--- src/rtl/adsr_envelope.sv ---
// Per-voice ADSR envelope generator and amplitude scaler that feeds the PWM sample bus.
// Define ADSR_EXP_RELEASE_EN to get an exponential-like release tail instead of a linear one.
`timescale 1ns/1ps

module adsr_envelope #(
    parameter int ACC_W = 16  // must be at least 9
) (
    input  logic       clk,
    input  logic       n_rst,
    input  logic       strobe,
    input  logic       note_on,
    input  logic [7:0] wave_in,
    input  logic [7:0] attack_rate,
    input  logic [7:0] decay_rate,
    input  logic [7:0] sustain_level,
    input  logic [7:0] release_rate,
    output logic [7:0] sample_o,
    output logic [7:0] env_o,
    output logic       busy
);

    typedef enum logic [2:0] {
        ST_IDLE,
        ST_ATTACK,
        ST_DECAY,
        ST_SUSTAIN,
        ST_RELEASE
    } state_t;

    localparam logic [ACC_W-1:0] ACC_MAX = '1;

    state_t           r_state;
    logic [ACC_W-1:0] r_acc;
    logic             r_gate_q;
    logic             r_busy;
    logic [7:0]       r_sample;

    logic             w_rise;
    logic             w_fall;
    logic [7:0]       w_env;
    logic [ACC_W-1:0] w_target;
    logic [ACC_W-1:0] w_rel_step;
    logic [ACC_W:0]   w_att_sum;
    logic [ACC_W:0]   w_dec_diff;
    logic [ACC_W:0]   w_rel_diff;
    logic             w_att_done;
    logic             w_dec_done;
    logic             w_rel_done;

    logic signed [8:0]  w_wave_s;
    logic signed [17:0] w_prod;
    logic [7:0]         w_scaled;
    logic               w_unused;

    assign w_rise   = note_on & ~r_gate_q;
    assign w_fall   = ~note_on & r_gate_q;
    assign w_env    = r_acc[ACC_W-1 -: 8];
    assign w_target = ACC_W'(sustain_level) << (ACC_W - 8);

`ifdef ADSR_EXP_RELEASE_EN
    assign w_rel_step = (r_acc >> 4) + ACC_W'(release_rate);
`else
    assign w_rel_step = ACC_W'(release_rate);
`endif

    // One extra bit on every step so overflow and underflow show up as bit ACC_W.
    assign w_att_sum  = {1'b0, r_acc} + (ACC_W+1)'(attack_rate);
    assign w_dec_diff = {1'b0, r_acc} - (ACC_W+1)'(decay_rate);
    assign w_rel_diff = {1'b0, r_acc} - {1'b0, w_rel_step};

    assign w_att_done = (w_att_sum >= {1'b0, ACC_MAX}) || (attack_rate == 8'd0);
    assign w_dec_done = w_dec_diff[ACC_W] || (w_dec_diff[ACC_W-1:0] <= w_target)
                        || (decay_rate == 8'd0);
    assign w_rel_done = w_rel_diff[ACC_W] || (w_rel_diff[ACC_W-1:0] == '0)
                        || (release_rate == 8'd0);

    // Centred sample times envelope; bits [15:8] of the product are the floor-shifted
    // value modulo 256, and adding midscale back can never leave 0..254.
    assign w_wave_s = $signed({1'b0, wave_in}) - 9'sd128;
    assign w_prod   = w_wave_s * $signed({1'b0, w_env});
    assign w_scaled = w_prod[15:8] + 8'd128;
    assign w_unused = ^{w_prod[17:16], w_prod[7:0]};

    // NOTE: state updates use non-blocking assignments so every branch sees pre-edge values;
    // all registers here are plain flops, so each one gets an async reset value.
    always_ff @(posedge clk or negedge n_rst) begin
        if (!n_rst) begin
            r_state  <= ST_IDLE;
            r_acc    <= '0;
            r_gate_q <= 1'b0;
            r_busy   <= 1'b0;
            r_sample <= 8'd128;
        end else begin
            r_gate_q <= note_on;

            if (strobe) begin
                r_sample <= w_scaled;
            end

            if (w_rise) begin
                r_state <= ST_ATTACK;
                r_busy  <= 1'b1;
            end else if (w_fall) begin
                if (r_state == ST_ATTACK || r_state == ST_DECAY || r_state == ST_SUSTAIN) begin
                    r_state <= ST_RELEASE;
                end
            end else if (strobe) begin
                case (r_state)
                    ST_ATTACK: begin
                        if (w_att_done) begin
                            r_acc   <= ACC_MAX;
                            r_state <= ST_DECAY;
                        end else begin
                            r_acc <= w_att_sum[ACC_W-1:0];
                        end
                    end
                    ST_DECAY: begin
                        if (w_dec_done) begin
                            r_acc   <= w_target;
                            r_state <= ST_SUSTAIN;
                        end else begin
                            r_acc <= w_dec_diff[ACC_W-1:0];
                        end
                    end
                    ST_SUSTAIN: begin
                        r_acc <= w_target;
                    end
                    ST_RELEASE: begin
                        if (w_rel_done) begin
                            r_acc   <= '0;
                            r_state <= ST_IDLE;
                            r_busy  <= 1'b0;
                        end else begin
                            r_acc <= w_rel_diff[ACC_W-1:0];
                        end
                    end
                    default: begin
                        r_acc <= '0;
                    end
                endcase
            end
        end
    end

    assign sample_o = r_sample;
    assign env_o    = w_env;
    assign busy     = r_busy;

endmodule

--- config.mk ---
export PLATFORM = sky130hd
export DESIGN_NAME = adsr_envelope
export DESIGN_NICKNAME = d
export VERILOG_FILES = /design/src/rtl/adsr_envelope.sv
export SDC_FILE = /design/constraint.sdc
export NUM_CORES = 1
export LEC_CHECK = 0
export CAP_MARGIN = 40
export CORE_ASPECT_RATIO = 1.25
export CORE_MARGIN = 1.5
export CORE_UTILIZATION = 60
export DETAILED_ROUTE_END_ITERATION = 10
export PLACE_DENSITY = 0.79
export SYNTH_ARGS = -nofsm -noshare
export SYNTH_HDL_FRONTEND = slang
export SYNTH_SLANG_ARGS = --single-unit
export TNS_END_PERCENT = 100
--- constraint.sdc ---
create_clock -name clk -period 7.3 [get_ports clk]
set_clock_uncertainty 0.2 [all_clocks]
set_input_delay 2.19 -clock clk [delete_from_list [all_inputs] [get_ports clk]]
set_output_delay 2.19 -clock clk [all_outputs]
set_load 0.01 [all_outputs]
==> summary.txt <==
Run status
  – Status: complete, no violations

Die
  – Horiz. Die Dim: 92.7 µm
  – Die Y: 115 µm
  – Initial Utilization: 0.621
  – Core box area: 9710 µm²
  – Full die area: 10700 µm²
  – Row Count: 40
  – Io pins: 61

STA
  – Setup TNS: 0 ps
  – Min Tclk post-route: 7050 ps
  – Highest clock rate: 142 MHz
  – Crit share post-route: 0.965
  – Least-Margin Pin Slew: 918 ps
  – Pins over their slew limit: 0
  – Fin. Hold Viols: 0
  – RSZ-0062 raised after global routing: no
  – Slew HR: 0.388
  – Setup violators final: 0
  – Hold Slack: 281 ps

Drt
  – DR iter-0 viols: 364
  – Drt wl/cell: 19.1 µm
  – DRC: 0
  – Drt via density: 6.17
  – Drt first pass iters: 7
  – Total Wirelength: 17900 µm
  – Total number of vias: 5773
  – Antenna viol nets, final: 0

Clock network
  – Buffer count from post-CTS setup fixing: 0
  – Root Buffer: clkbuf_16
  – CTS tree: yes
  – Clock-pin slew on the worst setup and hold paths: 60 ps
  – Cts repair resizes: 0
  – Clock buffer depth: 2
  – Hold_buf cts: 0
  – TritonCTS Buffers: 5
  – Clk sinks: 29
  – Worst-Skew Late Latency: 290 ps
  – Clock H-tree levels: 2

Worst hold path
  – Hold Crit Start: busy
  – Hold/Removal Path Class: reg -> reg
  – Worst Hold Depth: 2
  – Min-Delay Endpoint: busy

Final layout
  – Share of layout cells above drive strength 1: 0.0765
  – Cell area after layout: 6990 µm²
  – Register area: 727 µm²
  – Util after Layout: 0.719
  – # diodes: 0
  – Fill count: 787
  – Multi-input logic area: 4750 µm²
  – Final nets: 968
  – Layout area overhead: 15.8%
  – Most frequent cells in the layout: inv_1 (112), ha_1 (61), clkdlybuf4s50_1 (59)
  – Commonest non-fill, non-tap cell in the layout: inv_1

Yosys
  – Post-synth EDFFs: 0
  – Top cell type's share of synthesized area: 0.179
  – Cells after Synth: 749
  – Main flop type after synthesis: dfrtp_1
  – Synth async-reset ratio: 1.00
  – Seq cells post-synth: 29
  – Seq/Total Area, Yosys: 0.120
  – Mapped cell area: 6030 µm²
  – YS warnings: 0
  – Syn_nets: 908
  – Yosys cell types: 77
  – Syn_area_per_cell: 8.06 µm²
  – Yosys top cell by area: fa_1
  – Largest cells by area after synthesis: fa_1 (18%), ha_1 (13%), dfrtp_1 (12%)

Critical path
  – Worst R2R Start: r_acc[8]
  – Critical Path Sink Type: flop
  – R2R Path End: sample_o[6]
  – Reg2reg path depth: 16
  – Critical path type: in -> reg
  – CP Launch Type: input pin
  – CP Launch Point: wave_in[7]
  – WP data arrival: 7020 ps
  – Crit Path Max Fanout: 3
  – Reg2reg setup slack: 1660 ps
  – Critical Path RT: 7280 ps

Global routing
  – Initial antenna violation count: 0
  – Vias in the first global route: 5957
  – Gr usage total: 0.358
  – Largest net degree at the start of global routing: 30
  – First-pass GRT wire length: 29300 µm
  – Congestion Overflow GR: 0

Power and ir drop
  – Pint: 0.00145 W
  – Psw: 0.00160 W
  – Sequential share of power: 0.130
  – Clock share of power: 0.074
  – Switching part of the total: 0.525
  – Power Total: 0.00305 W
  – Static Leak: 3.29 nW
  – Pwr/cell area: 437 nW/µm²
  – Share of power burned in combinational logic: 0.795
  – Worst VDD drop: 234 µV

Placement
  – Port bufs: 60
  – Placed Area: 6820 µm²
  – Final HPWL DP: 14600 µm
  – GPL Wtd Cong: 0.964

Run
  – Max-cap violations: 0
-- worst max path at each step --
stage | endpoint | slack (ps) | depth (start not counted)
floorplan | sample_o[7] | 710 | 15
global placement | sample_o[6] | -80 | 20
detailed placement | sample_o[6] | -210 | 20
CTS | sample_o[6] | 100 | 20
global route | sample_o[6] | 110 | 20
finish | sample_o[6] | 250 | 17
-- worst max-delay path: stages --
cell and delay, ps:
clkdlybuf4s50_1 460, nand2b_1 210, fa_1 640, fa_1 440, fa_1 480, fa_1 550
inv_1 50, ha_1 310, a21oi_1 150, o21ai_0 140, a211oi_1 310, nor2_1 140
o41ai_2 260, buf_4 180, o21bai_1 80, xor2_1 150, mux2_2 270
-- state kept, by name, summed over array words and instances, names as in the netlist --
name      cells
r_state       3
sample_o      8
busy          1
r_gate_q      1
r_acc        16
-- cell type report --
cell class,count,area share
Inverter,112,0.0602
Timing Repair Buffer,82,0.110
Multi-Input combinational cell,579,0.681
Tap cell,126,0.0226
Clock buffer,7,0.0219
Sequential cell,29,0.104
Clock inverter,1,0.000716
-- power by group through the flow --
stage | clock network [W] | logic [W] | registers [W]
2_1_floorplan | 0 | 0.00185 | 0.000296
3_3_place_gp | 0 | 0.00230 | 0.000390
3_5_place_dp | 0 | 0.00241 | 0.000396
4_1_cts | 0.000229 | 0.00242 | 0.000392
5_1_grt | 0.000234 | 0.00276 | 0.000408
6_report | 0.000227 | 0.00243 | 0.000397
-- cells by family (layout without fill, tap and decap cells) --
family,Yosys count,count (layout),synth area share
AO/OA/AOI/OAI,185,185,0.212
XOR/XNOR,36,36,0.0523
adder cells (fa/ha/maj),115,115,0.306
buffers and inverters,141,202,0.0927
flip-flops,29,29,0.120
multiplexers,9,9,0.0168
AND/OR/NAND/NOR,234,234,0.200
-- synthesized netlist by cell type (all sizes together) (17+ instances only) --
master and instances:
nand2 56, and2 37, dfrtp 28, o21ai 33
fa 54, clkbuf 20, ha 61, a21oi 48
xnor2 26, nor2 50, inv 112, nand2b 17
-- stage by stage --
step | cells | setup WS, ps
final | 936 | 253
after detailed placement | 928 | -207
after global placement | 928 | -80.4
after CTS | 936 | 98.5
after global routing | 936 | 105
after floorplan | 749 | 709
-- per-layer routing --
metal,up-vias,global-route usage,share of wire
li1,2700,-,-
met3,72,0.0430,0.051
met2,252,0.641,0.51
met4,0,0.214,0.060
met5,-,0,0
met1,2749,0.408,0.38
No activity file was read; power rests on OpenSTA's default activity.
